## src/rtl/keccak_ky_pkg.sv

```systemverilog
// Shared definitions for the Keccak/Kyber padding and squeeze datapath.
//   WORD_W         : width of the streaming word
//   RATE_SHAKE128  : rate in bits for SHAKE128
//   RATE_SHAKE256  : rate in bits for SHAKE256 / SHA3-256
//   sqz_state_e    : squeeze controller states
//   byte_num       : 3-bit count of valid bytes in a final word, 0 meaning all 8
//                    (same convention as the absorb padder)
package keccak_ky_pkg;

    localparam int WORD_W        = 64;
    localparam int RATE_SHAKE128 = 1344;
    localparam int RATE_SHAKE256 = 1088;

    typedef enum logic [1:0] {
        S_IDLE,
        S_WAIT_BLK,
        S_EMIT,
        S_REQ
    } sqz_state_e;

    // Expand a byte_num field into a real byte count (0 -> 8).
    function automatic logic [3:0] byte_num_to_count(input logic [2:0] bn);
        return (bn == 3'd0) ? 4'd8 : {1'b0, bn};
    endfunction

endpackage

```

## src/rtl/keccak_squeeze64_ky_squeeze_shreg.sv

```systemverilog
// squeeze_shreg: RATE_W-bit register that loads a full rate block and shifts
// it left by one 64-bit word per request; the top word is always presented.
//   clk     : clock, rising edge
//   rst_n   : asynchronous active-low reset
//   load_i  : capture data_i (takes priority over shift_i)
//   shift_i : shift left by one word, zero-filling from the bottom
//   data_i  : rate block, word 0 in the most significant 64 bits
//   top_o   : current top word
module squeeze_shreg
    import keccak_ky_pkg::*;
#(
    parameter int RATE_W = RATE_SHAKE128
) (
    input  logic              clk,
    input  logic              rst_n,
    input  logic              load_i,
    input  logic              shift_i,
    input  logic [RATE_W-1:0] data_i,
    output logic [WORD_W-1:0] top_o
);

    logic [RATE_W-1:0] sreg_q, sreg_d;

    always_comb begin
        sreg_d = sreg_q;
        if (load_i) begin
            sreg_d = data_i;
        end else if (shift_i) begin
            sreg_d = {sreg_q[RATE_W-WORD_W-1:0], {WORD_W{1'b0}}};
        end
    end

    always_ff @(posedge clk or negedge rst_n) begin
        if (!rst_n) begin
            sreg_q <= '0;
        end else begin
            sreg_q <= sreg_d;
        end
    end

    assign top_o = sreg_q[RATE_W-1 -: WORD_W];

endmodule

```

## src/rtl/keccak_squeeze64_ky.sv

```systemverilog
// keccak_squeeze64_ky: squeezes out_len bytes from the Keccak rate as a stream
// of 64-bit words (MSB byte first), requesting extra permutations when the
// request spans more than one rate block.
//   clk, reset_n        : clock (rising edge), asynchronous active-low reset
//   start, out_len      : request pulse and byte count (accepted when idle)
//   blk_in, blk_valid   : permuted rate block from the core
//   blk_ready           : block accepted when blk_valid && blk_ready
//   perm_req            : one-cycle pulse asking for another permutation
//   out_data, out_valid : output word and its valid flag
//   out_ready           : consumer handshake
//   out_last            : final word of the request
//   out_byte_num        : valid bytes in the final word (0 = 8), else 0
//   busy, done          : request in progress / one-cycle completion pulse
// Build option: define SQZ_ZERO_TAIL_EN to zero the unused bytes of the final
// word; otherwise raw state bytes are passed through.
module keccak_squeeze64_ky
    import keccak_ky_pkg::*;
#(
    parameter int RATE_W = RATE_SHAKE128,
    parameter int LEN_W  = 16
) (
    input  logic              clk,
    input  logic              reset_n,
    input  logic              start,
    input  logic [LEN_W-1:0]  out_len,
    input  logic [RATE_W-1:0] blk_in,
    input  logic              blk_valid,
    output logic              blk_ready,
    output logic              perm_req,
    output logic [63:0]       out_data,
    output logic              out_valid,
    input  logic              out_ready,
    output logic              out_last,
    output logic [2:0]        out_byte_num,
    output logic              busy,
    output logic              done
);

    localparam int NWORDS = RATE_W / WORD_W;
    localparam int IDX_W  = (NWORDS > 1) ? $clog2(NWORDS) : 1;
    localparam logic [IDX_W-1:0] LAST_IDX   = IDX_W'(NWORDS - 1);
    localparam logic [LEN_W-1:0] WORD_BYTES = LEN_W'(WORD_W / 8);

    sqz_state_e        state_q, state_d;
    logic [LEN_W-1:0]  bytes_left_q, bytes_left_d;
    logic [IDX_W-1:0]  word_idx_q, word_idx_d;
    logic              done_q, done_d;
    logic              blk_load;
    logic              out_hs;
    logic              last_word;
    logic [WORD_W-1:0] top_word;

    squeeze_shreg #(
        .RATE_W (RATE_W)
    ) u_shreg (
        .clk     (clk),
        .rst_n   (reset_n),
        .load_i  (blk_load),
        .shift_i (out_hs),
        .data_i  (blk_in),
        .top_o   (top_word)
    );

    assign out_valid    = (state_q == S_EMIT);
    assign blk_ready    = (state_q == S_WAIT_BLK);
    assign perm_req     = (state_q == S_REQ);
    assign busy         = (state_q != S_IDLE);
    assign done         = done_q;
    assign blk_load     = blk_ready && blk_valid;
    assign out_hs       = out_valid && out_ready;
    assign last_word    = out_valid && (bytes_left_q <= WORD_BYTES);
    assign out_last     = last_word;
    assign out_byte_num = last_word ? bytes_left_q[2:0] : 3'd0;

    // out_data is gated by out_valid so it reads 0 whenever no word is offered.
`ifdef SQZ_ZERO_TAIL_EN
    logic [3:0]        keep_bytes;
    logic [WORD_W-1:0] keep_mask;

    always_comb begin
        keep_bytes = byte_num_to_count(out_byte_num);
        keep_mask  = '1;
        if (last_word) begin
            keep_mask = ~({WORD_W{1'b1}} >> {keep_bytes, 3'b000});
        end
    end

    assign out_data = out_valid ? (top_word & keep_mask) : '0;
`else
    assign out_data = out_valid ? top_word : '0;
`endif

    always_comb begin
        state_d      = state_q;
        bytes_left_d = bytes_left_q;
        word_idx_d   = word_idx_q;
        done_d       = 1'b0;
        unique case (state_q)
            S_IDLE: begin
                if (start) begin
                    bytes_left_d = out_len;
                    if (out_len == '0) begin
                        done_d = 1'b1;
                    end else begin
                        state_d = S_WAIT_BLK;
                    end
                end
            end
            S_WAIT_BLK: begin
                if (blk_valid) begin
                    word_idx_d = '0;
                    state_d    = S_EMIT;
                end
            end
            S_EMIT: begin
                if (out_ready) begin
                    word_idx_d = word_idx_q + IDX_W'(1);
                    if (last_word) begin
                        bytes_left_d = '0;
                        done_d       = 1'b1;
                        state_d      = S_IDLE;
                    end else begin
                        bytes_left_d = bytes_left_q - WORD_BYTES;
                        if (word_idx_q == LAST_IDX) begin
                            state_d = S_REQ;
                        end
                    end
                end
            end
            S_REQ: begin
                state_d = S_WAIT_BLK;
            end
            default: begin
                state_d = S_IDLE;
            end
        endcase
    end

    always_ff @(posedge clk or negedge reset_n) begin
        if (!reset_n) begin
            state_q      <= S_IDLE;
            bytes_left_q <= '0;
            word_idx_q   <= '0;
            done_q       <= 1'b0;
        end else begin
            state_q      <= state_d;
            bytes_left_q <= bytes_left_d;
            word_idx_q   <= word_idx_d;
            done_q       <= done_d;
        end
    end

endmodule

```

## config.mk

```make
export PLATFORM = sky130hd
export DESIGN_NAME = keccak_squeeze64_ky
export DESIGN_NICKNAME = d
export VERILOG_FILES = /design/src/rtl/keccak_ky_pkg.sv /design/src/rtl/keccak_squeeze64_ky_squeeze_shreg.sv /design/src/rtl/keccak_squeeze64_ky.sv
export SDC_FILE = /design/constraint.sdc
export NUM_CORES = 2
export LEC_CHECK = 0
export BUFFER_PORTS_ARGS = -buffer_cell sky130_fd_sc_hd__buf_4
export CAP_MARGIN = 10
export CORE_AREA = 2 2 563 565
export DETAILED_ROUTE_END_ITERATION = 10
export DIE_AREA = 0 0 565 567
export PLACE_DENSITY = 0.45
export SLEW_MARGIN = 10
export SYNTH_ARGS = -nofsm -noshare
export SYNTH_HDL_FRONTEND = slang
export SYNTH_SLANG_ARGS = --single-unit
```

## constraint.sdc

```tcl
create_clock -name clk -period 2.7 [get_ports clk]
set_input_delay 0.54 -clock clk [delete_from_list [all_inputs] [get_ports clk]]
set_output_delay 0.54 -clock clk [all_outputs]
set_load 0.02 [all_outputs]
```

==> out/results.tsv <==
metric	value	unit
power density over the cells	1050	nW/um^2
CP Launch Type	flip-flop	
area of the mapped netlist	60800	sq um
achievable frequency	303	MHz
Final ANT Viol Nets	0	
setup ws final	-0.603	ns
WL final	330000	um
global-route usage over all layers	19.7	%
ys flop type	dfrtp_1	
worst endpoint required time	2.16	ns
PortBufs	1437	
DRT Pass-1 Iters	8	
Relative slew margins	56.7	%
vias in the first global route	65500	
failing checks	negative setup slack	
worst skew pair latency	0.85	ns
clk buf depth	4	
via count	64500	
post-synth top area share	56.3	%
status	finished with violations	
Die Area	320000	sq um
utilization after layout	31.1	%
final number of setup-violating endpoints	64	
clock skew	0.0491	ns
crit-path max cell delay	0.54	ns
Peak VDD IR	0.570	mV
Seq cells post-synth	1368	
Critical Path, Cell by Cell	or4_4, or4_4, nor3_4, buf_12, and2_2, buf_6	
R2R Path Start	bytes_left_q[9]$_DFFE_PN0P_	
Die H	567	um
RD Place Congestion	0.889	
drt initial violations	5226	
CP arrival	2.76	ns
Critical Path Fanout Max	6	
Hold Crit Start	blk_in[508]	
# DRC	0	
total number of H-tree levels	4	
Row Count	206	
cell mode on critical path	or4_4	
DP HPWL	253000	um
fin nets	11400	
Avg WL per Cell	23.0	um
root buffer cell	clkbuf_16	
Critical Path Start	bytes_left_q[9]$_DFFE_PN0P_	
share of the yosys chip area belonging to registers	56.3	%
warnings from Yosys	0	
Final Hold Viols	0	
HP Class	input port to flip-flop	
DR vias/cell	4.50	
max-cap violations	0	
grt total ovfl	0	
Initial Util	19.4	%
Worst-path clk slew	0.05	ns
critical path class	flip-flop to output port	
Netlist cell types	42	
Layout area overhead	60.6	%
share of cells above drive strength 1	20.6	%
Mapped Cells	7361	
Post-synth EDFFs	0	
max-slew violation count	0	
Design Power	103	mW
CTS tree	done	
initial antenna violation count	100	
CP bufs+invs	2	
period utilization	122	%
Leak Pwr	43.5	nW
Filler cells	33300	
crit end category	output port	
global-route wire length before repair	462000	um
CORE AREA	314000	sq um
syn avg cell area	8.26	sq um
pin count of the biggest net entering global routing	150	
ys async rst share	100	%
Tightest Pin Transition	0.650	ns
CP delay by family, top	simple AND/OR/NAND/NOR gates	
DIE WIDTH	565	um
CTS Buf Count	169	
num ports	1438	
synth top area cells	dfrtp_1, nand2_1, a31oi_1	
worst hold margin	0.0796	ns
Slowest-stage cell, CP	or4_4	
TritonCTS Sinks	1368	
RSZ-0062 raised after global routing	true	
Setup TNS	-5.80	ns
Final min period	3.30	ns
Synth Net Count	8733	
post-synth top area cell	dfrtp_1	
-- power breakdown --
| group | switching [mW] | leakage, nW | internal, mW |
|---|---|---|---|
| logic | 25.0 | 25.8 | 16.5 |
| registers | 7.71 | 15.0 | 30.6 |
| clock network | 9.58 | 2.65 | 13.1 |
-- flip-flops by register name, indices dropped and copies added (netlist names) --
signal	flops
word_idx_q	5
done	1
bytes_left_q	16
state_q	2
u_shreg.sreg_q	1344
-- path summary, 6_finish.rpt --
check                                                  end  slack [ns]  cells past startpoint
max reg2reg                         state_q[1]$_DFFE_PN0P_        0.17                      6
max                                        out_byte_num[2]       -0.60                      6
min                        u_shreg.sreg_q[508]$_DFFE_PN0P_        0.08                      3
min in group asynchronous  u_shreg.sreg_q[916]$_DFFE_PN0P_        0.32                      2
min reg2reg                  u_shreg.sreg_q[9]$_DFFE_PN0P_        0.50                      1
max in group asynchronous  u_shreg.sreg_q[829]$_DFFE_PN0P_        1.25                      4
-- metal layers --
layer | global-route usage [%] | wire [um] | vias to the layer above
met4 | 9.59 | 17000 | 48
met5 | 0 | 286 | -
met1 | 24.6 | 138000 | 31500
li1 | - | - | 30000
met2 | 33.2 | 157000 | 2335
met3 | 2.85 | 17000 | 540
-- cell usage after synthesis, types with 2 or more instances --
cell type / n
nand2_1: 2573
dfrtp_1: 1368
nor2_1: 1291
a31oi_1: 1280
clkbuf_1: 590
a22o_1: 79
and2_1: 69
o21ai_0: 15
inv_1: 11
nor3_1: 11
ha_1: 7
nand3_1: 6
a21oi_1: 5
buf_1: 4
nor2b_1: 4
nor4_1: 4
o2bb2ai_1: 4
or3_1: 4
a32oi_1: 3
buf_2: 3
nand2b_1: 3
a21boi_0: 2
a22oi_1: 2
a32o_1: 2
mux2i_1: 2
o21ai_1: 2
xor2_1: 2
-- final cells by class --
type | instances | area (sq um) | share of cell area, %
sequential | 1368 | 34200 | 35.1
timing repair buffer | 3059 | 28100 | 28.8
multi-input combinational | 5384 | 24500 | 25.1
tap | 4160 | 5200 | 5.33
clock buffer | 250 | 4890 | 5.01
clock inverter | 41 | 497 | 0.509
antenna | 63 | 158 | 0.161
inverter | 11 | 41.3 | 0.0423
-- worst min-delay path, cell delays in order --
cell     delay [ns]
buf_4          0.11
nand2_1        0.12
a31oi_1        0.09
-- stage by stage --
stage | instance area, sq um | setup slack, ns | std cells
detailed placement | 78200 | 0.174 | 12700
finish | 97700 | -0.603 | 14300
global route | 97600 | -0.715 | 14300
floorplan | 60800 | 0.0345 | 7361
global placement | 78200 | 0.139 | 12700
CTS | 97200 | -0.707 | 14300
-- cell usage in the layout, fill, tap and decap left out, drive strengths merged, types with 3 or more instances in the layout --
cell type	n
nand2	2573
buf	1755
dfrtp	1368
dlygate4sd3	1300
nor2	1291
a31oi	1280
clkbuf	254
a22o	79
and2	69
diode	63
clkinv	30
o21ai	17
inv	14
nor3	11
ha	7
nand3	6
bufinv	6
a21oi	5
nor4	4
or3	4
nor2b	4
o2bb2ai	4
nand2b	3
a32oi	3
-- repair_timing --
item / in CTS / in global routing
gates resized for setup: 135 / 51
hold buffers: 1300 / 0
cloned: 5 / 5
setup buffers: 8 / 6
pin swaps: 19 / 10
hold endpoints to repair: 1354 / 0
endpoints found under the setup margin: 69 / 64
-- logic make-up (layout without fill, tap and decap cells) --
group                    Yosys count  in the layout  synth area share, %
flip-flops                      1368           1368                 56.3
AO/OA/AOI/OAI                   1402           1402                 14.8
AND/OR/NAND/NOR                 3970           3970                 24.9
buffers and inverters            609           3361                 3.78
other                              0             63                    0
multiplexers                       3              3               0.0576
XOR/XNOR                           2              2               0.0288
adder cells (fa/ha/maj)            7              7                0.144
No activity file was read; power rests on OpenSTA's default activity.
